File: config.mk
export PLATFORM = sky130hd
export DESIGN_NAME = posit_decoder_pipe
export DESIGN_NICKNAME = d
export VERILOG_FILES = /design/src/rtl/posit_pkg.sv /design/src/rtl/posit_decoder_pipe_run_count.sv /design/src/rtl/posit_decoder_pipe.sv
export SDC_FILE = /design/constraint.sdc
export NUM_CORES = 1
export LEC_CHECK = 0
export CORE_MARGIN = 1.5
export CORE_UTILIZATION = 52
export CTS_CLUSTER_DIAMETER = 150
export DETAILED_ROUTE_END_ITERATION = 10
export GPL_TIMING_DRIVEN = 1
export HOLD_SLACK_MARGIN = 0.03
export PLACE_DENSITY = 0.77
export SKIP_CTS_REPAIR_TIMING = 1
export SYNTH_ARGS = -nofsm -noshare
export SYNTH_HDL_FRONTEND = slang
export SYNTH_SLANG_ARGS = --single-unit
File: constraint.sdc
create_clock -name clk_i -period 6.6 [get_ports clk_i]
set_input_delay 0.99 -clock clk_i [delete_from_list [all_inputs] [get_ports clk_i]]
set_output_delay 0.99 -clock clk_i [all_outputs]
set_load 0.01 [all_outputs]
File: src/rtl/posit_pkg.sv
// Shared posit decoder definitions: derived field widths, special-value flags
// and the N=16/ES=2 reference encodings.
package posit_pkg;

   function automatic int unsigned posit_kw(input int unsigned n);
      return $clog2(n) + 1;
   endfunction

   function automatic int unsigned posit_sw(input int unsigned n, input int unsigned es);
      return posit_kw(n) + es;
   endfunction

   function automatic int unsigned posit_fw(input int unsigned n, input int unsigned es);
      return n - 3 - es;
   endfunction

   // Special-value flags; at most one is ever set.
   typedef struct packed {
      logic nar;
      logic zero;
   } posit_flags_t;

   localparam int unsigned P16_SEL_MAXPOS = 0;
   localparam int unsigned P16_SEL_MINPOS = 1;
   localparam int unsigned P16_SEL_NAR    = 2;

   function automatic logic [15:0] posit16_const(input int unsigned sel);
      case (sel)
         P16_SEL_MAXPOS: return 16'h7FFF;
         P16_SEL_MINPOS: return 16'h0001;
         default:        return 16'h8000;
      endcase
   endfunction

endpackage

File: src/rtl/posit_decoder_pipe_run_count.sv
// Combinational leading-run counter: number of MSB-first bits equal to pol_i,
// naturally saturating at W.
module posit_run_count #(
   parameter int unsigned W     = 15,
   parameter int unsigned OUT_W = 5
) (
   input  logic [W-1:0]     vec_i,
   input  logic             pol_i,
   output logic [OUT_W-1:0] run_c_o
);

   logic broken;

   always_comb begin
      run_c_o = '0;
      broken  = 1'b0;
      for (int i = W - 1; i >= 0; i--) begin
         if (vec_i[i] != pol_i) begin
            broken = 1'b1;
         end else if (!broken) begin
            run_c_o = run_c_o + OUT_W'(1);
         end
      end
   end

endmodule

File: src/rtl/posit_decoder_pipe.sv
// Three-stage posit decoder (capture / regime / extract) with valid-ready
// backpressure, collapsing bubbles and an in-order sideband tag.
module posit_decoder_pipe
   import posit_pkg::*;
#(
   parameter int unsigned N     = 16,
   parameter int unsigned ES    = 2,
   parameter int unsigned TAG_W = 4
) (
   input  logic                        clk_i,
   input  logic                        rstn,
   input  logic                        in_valid,
   output logic                        in_ready,
   input  logic [N-1:0]                in_posit,
   input  logic [TAG_W-1:0]            in_tag,
   output logic                        out_valid,
   input  logic                        out_ready,
   output logic                        out_sign,
   output logic [posit_kw(N)-1:0]      out_k,
   output logic [posit_sw(N, ES)-1:0]  out_scale,
   output logic [posit_fw(N, ES):0]    out_frac,
   output logic                        out_zero,
   output logic                        out_nar,
   output logic [TAG_W-1:0]            out_tag
);

   localparam int unsigned KW  = posit_kw(N);
   localparam int unsigned SW  = posit_sw(N, ES);
   localparam int unsigned FW  = posit_fw(N, ES);
   localparam int unsigned FRW = FW + 1;
   localparam int unsigned MW  = N - 1;

   logic s1_ld, s2_ld, s3_ld;

   logic               s1_valid_q, s1_sign_q, s1_sign_d;
   logic [MW-1:0]      s1_mag_q, s1_mag_d;
   posit_flags_t       s1_flags_q, s1_flags_d;
   logic [TAG_W-1:0]   s1_tag_q;

   logic               s2_valid_q, s2_sign_q;
   logic [MW-1:0]      s2_mag_q;
   logic [KW-1:0]      s2_run_q, s2_run_d;
   logic signed [KW-1:0] s2_k_q, s2_k_d;
   posit_flags_t       s2_flags_q;
   logic [TAG_W-1:0]   s2_tag_q;

   logic               s3_valid_q, s3_sign_q;
   logic [KW-1:0]      s3_k_q;
   logic [SW-1:0]      s3_scale_q, s3_scale_d, s3_e;
   logic [FRW-1:0]     s3_frac_q, s3_frac_d;
   posit_flags_t       s3_flags_q;
   logic [TAG_W-1:0]   s3_tag_q;
   logic [MW-1:0]      s3_sh, s3_fb;

   // A stage loads when it is empty or its content moves on this cycle.
   assign s3_ld    = !s3_valid_q || out_ready;
   assign s2_ld    = !s2_valid_q || s3_ld;
   assign s1_ld    = !s1_valid_q || s2_ld;
   assign in_ready = s1_ld;

   always_comb begin
      s1_flags_d.zero = (in_posit == '0);
      s1_flags_d.nar  = (in_posit == {1'b1, {MW{1'b0}}});
      s1_sign_d       = in_posit[N-1] & ~s1_flags_d.nar;
      s1_mag_d        = in_posit[N-1] ? MW'(~in_posit + N'(1)) : in_posit[MW-1:0];
   end

   always_ff @(posedge clk_i or negedge rstn) begin
      if (!rstn) begin
         s1_valid_q <= 1'b0;
         s1_sign_q  <= 1'b0;
         s1_mag_q   <= '0;
         s1_flags_q <= '0;
         s1_tag_q   <= '0;
      end else if (s1_ld) begin
         s1_valid_q <= in_valid;
         if (in_valid) begin
            s1_sign_q  <= s1_sign_d;
            s1_mag_q   <= s1_mag_d;
            s1_flags_q <= s1_flags_d;
            s1_tag_q   <= in_tag;
         end
      end
   end

   posit_run_count #(
      .W     (MW),
      .OUT_W (KW)
   ) u_run_count (
      .vec_i   (s1_mag_q),
      .pol_i   (s1_mag_q[MW-1]),
      .run_c_o (s2_run_d)
   );

   always_comb begin
      s2_k_d = '0;
      if (!(s1_flags_q.zero || s1_flags_q.nar)) begin
         s2_k_d = s1_mag_q[MW-1] ? s2_run_d - KW'(1) : KW'(0) - s2_run_d;
      end
   end

   always_ff @(posedge clk_i or negedge rstn) begin
      if (!rstn) begin
         s2_valid_q <= 1'b0;
         s2_sign_q  <= 1'b0;
         s2_mag_q   <= '0;
         s2_run_q   <= '0;
         s2_k_q     <= '0;
         s2_flags_q <= '0;
         s2_tag_q   <= '0;
      end else if (s2_ld) begin
         s2_valid_q <= s1_valid_q;
         if (s1_valid_q) begin
            s2_sign_q  <= s1_sign_q;
            s2_mag_q   <= s1_mag_q;
            s2_run_q   <= s2_run_d;
            s2_k_q     <= s2_k_d;
            s2_flags_q <= s1_flags_q;
            s2_tag_q   <= s1_tag_q;
         end
      end
   end

   // Shifting out regime+terminator leaves e then fraction MSB-aligned, zero-filled.
   always_comb begin
      s3_sh      = s2_mag_q << (s2_run_q + KW'(1));
      s3_e       = SW'(s3_sh >> (MW - ES));
      s3_fb      = s3_sh << ES;
      s3_frac_d  = FRW'({1'b1, s3_fb} >> (ES + 2));
      s3_scale_d = (SW'(s2_k_q) << ES) | s3_e;
      if (s2_flags_q.zero || s2_flags_q.nar) begin
         s3_frac_d  = '0;
         s3_scale_d = '0;
      end
   end

   always_ff @(posedge clk_i or negedge rstn) begin
      if (!rstn) begin
         s3_valid_q <= 1'b0;
         s3_sign_q  <= 1'b0;
         s3_k_q     <= '0;
         s3_scale_q <= '0;
         s3_frac_q  <= '0;
         s3_flags_q <= '0;
         s3_tag_q   <= '0;
      end else if (s3_ld) begin
         s3_valid_q <= s2_valid_q;
         if (s2_valid_q) begin
            s3_sign_q  <= s2_sign_q;
            s3_k_q     <= s2_k_q;
            s3_scale_q <= s3_scale_d;
            s3_frac_q  <= s3_frac_d;
            s3_flags_q <= s2_flags_q;
            s3_tag_q   <= s2_tag_q;
         end
      end
   end

   assign out_valid = s3_valid_q;
   assign out_sign  = s3_sign_q;
   assign out_k     = s3_k_q;
   assign out_scale = s3_scale_q;
   assign out_frac  = s3_frac_q;
   assign out_zero  = s3_flags_q.zero;
   assign out_nar   = s3_flags_q.nar;
   assign out_tag   = s3_tag_q;

endmodule

==> results.cfg <==
[run_status]
outcome = finished with violations
failed_checks = negative setup slack

[placed_design]
pre_cts_ws_ns = -0.190
port_buffers = 56
dp_hpwl_mm = 9.13
gp_routability_congestion = 0.893
numPlacedInstances = 770

[setup_path]
reg2regPathDepth = 35
timing.setup.critical_path_class = flip-flop to flip-flop
reg2reg_from = s1_mag_q[12]
crit_path_end_kind = flip-flop
worst_setup_path_startpoint = s1_mag_q[12]
cp_data_required_time_ns = 6.91
path_max_fanout = 6
timing.critical_path.arrival_ns = 7.02
worst_setup_path_start_kind = flip-flop
crit_path_largest_cell_delay_ns = 0.55
cp_slowest_cell = sky130_fd_sc_hd__or4_4

[floorplan]
fp.coreArea_um2 = 10400
floorplan.die_area_um2 = 11500
row_count = 37
ios = 57
initial_utilization_pct = 54.1
die_width_um = 107
die_y_um = 107

[yosys]
library_cells_used_by_synthesis = 69
post_synth_edffs = 0
synth-warning-count = 0
synth-seq-cells = 88
ys_seq_area_share_pct = 39.1
postSynthAreaPerCell_um2 = 9.45
postSynth.asyncResetShare_pct = 100
ys_dominant_reg_cell = sky130_fd_sc_hd__dfrtp_1
syn-instance-count = 596
synth.cell_area_um2 = 5630
syn_nets = 633

[global_route]
grt_first_pass_wirelength_mm = 21.1
grt_antenna_before_repair = 0
grt_start_max_net_pins = 89
grt_use_total_pct = 22.9
grt_pass1_vias = 4424
grt.overflow.total = 0

[routing]
m1WireLength_mm = 5.60
detail-route-antenna-nets = 0
route.final.wire_length_mm = 12.9
routed-via-count = 4721
detail_route.vias_per_cell = 5.92
drt_drc_violations_left = 0
drt-pass1-iter-count = 5
wl_per_cell_um = 16.1
wl_met3_um = 534
dr.max_layer_used = met4
met2_wirelength_mm = 6.45
first_iter_violations = 297

[worst_hold_path]
hp-start = out_frac[4]
holdPathStages = 2
timing.hold.worst.class = flip-flop to flip-flop

[sta]
fin_tns_setup_ns = -0.136
worst_slew_pin_slew_ns = 1.09
timing.final.setup_violations = 2
relSlewSlack_pct = 27.0
final.setup_skew_ns = 0.00776
max_slew_violation_total_from_the_final_report = 0
period_needed_ns = 6.71
setup_ws_ns = -0.108
period_share_pct = 102
hold_viol = 0
fmaxAchievable_ghz = 0.149
grt_setup_unrepaired = true

[final_layout]
final_cell_mix = 84 x sky130_fd_sc_hd__dfrtp_1, 79 x sky130_fd_sc_hd__nand2_1, 55 x sky130_fd_sc_hd__clkdlybuf4s50_1
layout_commonest_cell = sky130_fd_sc_hd__dfrtp_1
drive_gt1_share_pct = 21.3
finalNetCount = 694
antenna-diode-count = 0
areaGrowthSynthToFinish_pct = 21.4
layout.cells.non_filler = 797

[cts]
cts_num_sinks = 88
numCtsBuffers = 9
cts_htree_levels = 3
clk_slew_on_worst_s_h_paths_ns = 0.09
clkLatencyLatePin_ns = 0.37
cts_root_buffer = sky130_fd_sc_hd__clkbuf_8
tritoncts = done
cts-root-to-sink-buffers = 2

[pwr]
share_seq_of_total_power_pct = 32.0
power.net_switching_mw = 1.03
power.combinational.fraction_pct = 52.0
ir_drop_mv = 0.162
clockPowerShare_pct = 16.0
finalPower_mw = 2.63
netSwitchingFraction_pct = 39.3
power_leakage_nw = 2.89
p_int_mw = 1.59
power.density_nw_per_um2 = 384

[run]
maxCapViolCount = 0
[critical path, delay by kind of cell, from the launching register on]
family,cells,cell delay [ns]
buffers and inverters,1,0.14
AO/OA/AOI/OAI,10,1.46
AND/OR/NAND/NOR,9,1.25
multiplexers,6,1.29
adder cells (fa/ha/maj),7,1.74
XOR/XNOR,2,0.31
flip-flops,1,0.47
[Yosys cell counts, types with 3 or more instances]
cell,count,area [um2]
sky130_fd_sc_hd__o211ai_1,3,22.5
sky130_fd_sc_hd__a211oi_1,6,45.0
sky130_fd_sc_hd__ha_1,13,163
sky130_fd_sc_hd__o22ai_1,3,18.8
sky130_fd_sc_hd__nand2b_1,10,62.6
sky130_fd_sc_hd__o21ai_0,59,295
sky130_fd_sc_hd__and3_1,5,31.3
sky130_fd_sc_hd__a21oi_1,21,105
sky130_fd_sc_hd__o31ai_1,5,37.5
sky130_fd_sc_hd__xor2_1,25,219
sky130_fd_sc_hd__a21oi_2,4,35.0
sky130_fd_sc_hd__or3_1,7,43.8
sky130_fd_sc_hd__nand4_1,3,18.8
sky130_fd_sc_hd__nor2b_1,9,56.3
sky130_fd_sc_hd__a21boi_0,4,30.0
sky130_fd_sc_hd__o31a_1,3,26.3
sky130_fd_sc_hd__mux2i_1,22,220
sky130_fd_sc_hd__dfrtp_1,88,2200
sky130_fd_sc_hd__a22o_1,14,123
sky130_fd_sc_hd__nor3_1,14,70.1
sky130_fd_sc_hd__nor2_1,25,93.8
sky130_fd_sc_hd__mux2_2,40,450
sky130_fd_sc_hd__buf_1,7,26.3
sky130_fd_sc_hd__buf_2,4,20.0
sky130_fd_sc_hd__nand3_1,14,70.1
sky130_fd_sc_hd__inv_1,16,60.1
sky130_fd_sc_hd__xnor2_1,13,114
sky130_fd_sc_hd__and2_1,4,25.0
sky130_fd_sc_hd__clkbuf_1,19,71.3
sky130_fd_sc_hd__or2_2,4,25.0
sky130_fd_sc_hd__nand2_1,84,315
[power by group through the flow]
stage	Sequential [mW]	Combinational [mW]	Clock (mW)
after floorplan	0.824	0.846	0
after global placement	0.840	1.17	0
after detailed placement	0.852	1.21	0
after CTS	0.840	1.22	0.430
after global routing	0.868	1.50	0.454
final	0.840	1.37	0.421
[final cells by class]
class / instances / area, um2
Fill cell: 827 / 3580
Multi-Input combinational cell: 461 / 3440
Sequential cell: 88 / 2210
Timing Repair Buffer: 81 / 749
Tap cell: 136 / 170
Clock buffer: 9 / 124
Clock inverter: 6 / 93.8
Inverter: 16 / 60.1
[cell families (layout without fill, tap and decap cells)]
| logic type | Yosys count | count (layout) | synth area share (%) |
|---|---|---|---|
| multiplexers | 65 | 65 | 12.9 |
| AND/OR/NAND/NOR | 191 | 191 | 16.5 |
| adder cells (fa/ha/maj) | 13 | 13 | 2.89 |
| AO/OA/AOI/OAI | 152 | 152 | 18.7 |
| buffers and inverters | 47 | 112 | 3.29 |
| XOR/XNOR | 40 | 40 | 6.60 |
| flip-flops | 88 | 88 | 39.1 |
[state kept, by name, summed over array words and instances, names as in the netlist, 2 cells and up]
name / flops
s1_mag_q: 15
s2_mag_q: 15
out_frac: 12
out_scale: 7
out_k: 5
s2_k_q: 5
s2_run_q: 5
out_tag: 4
s1_tag_q: 4
s2_tag_q: 4
s1_flags_q: 2
s2_flags_q: 2
[final timing paths]
kind | end | slack, ns
min reg2reg | out_frac[4] | 0.48
min | out_frac[4] | 0.48
max reg2reg | s2_k_q[4] | -0.11
max | s2_k_q[4] | -0.11
min in group asynchronous | out_scale[5] | 0.80
max in group asynchronous | s1_mag_q[12] | 5.02
[per-stage QoR]
stage                     hold slack, ns  utilization (%)  area, um2
after floorplan                    0.446                -       5680
after global placement             0.458             61.2       6370
after detailed placement           0.466             61.2       6370
after CTS                          0.487             63.2       6590
after global routing               0.518             65.7       6840
final                              0.482             65.7       6840
[metal layers]
layer | track usage (%) | up-vias
met1 | 29.6 | 2290
met5 | 0 | -
met4 | 8.29 | 0
met3 | 4.07 | 26
met2 | 38.5 | 140
li1 | - | 2265
No activity file was read; power rests on OpenSTA's default activity.
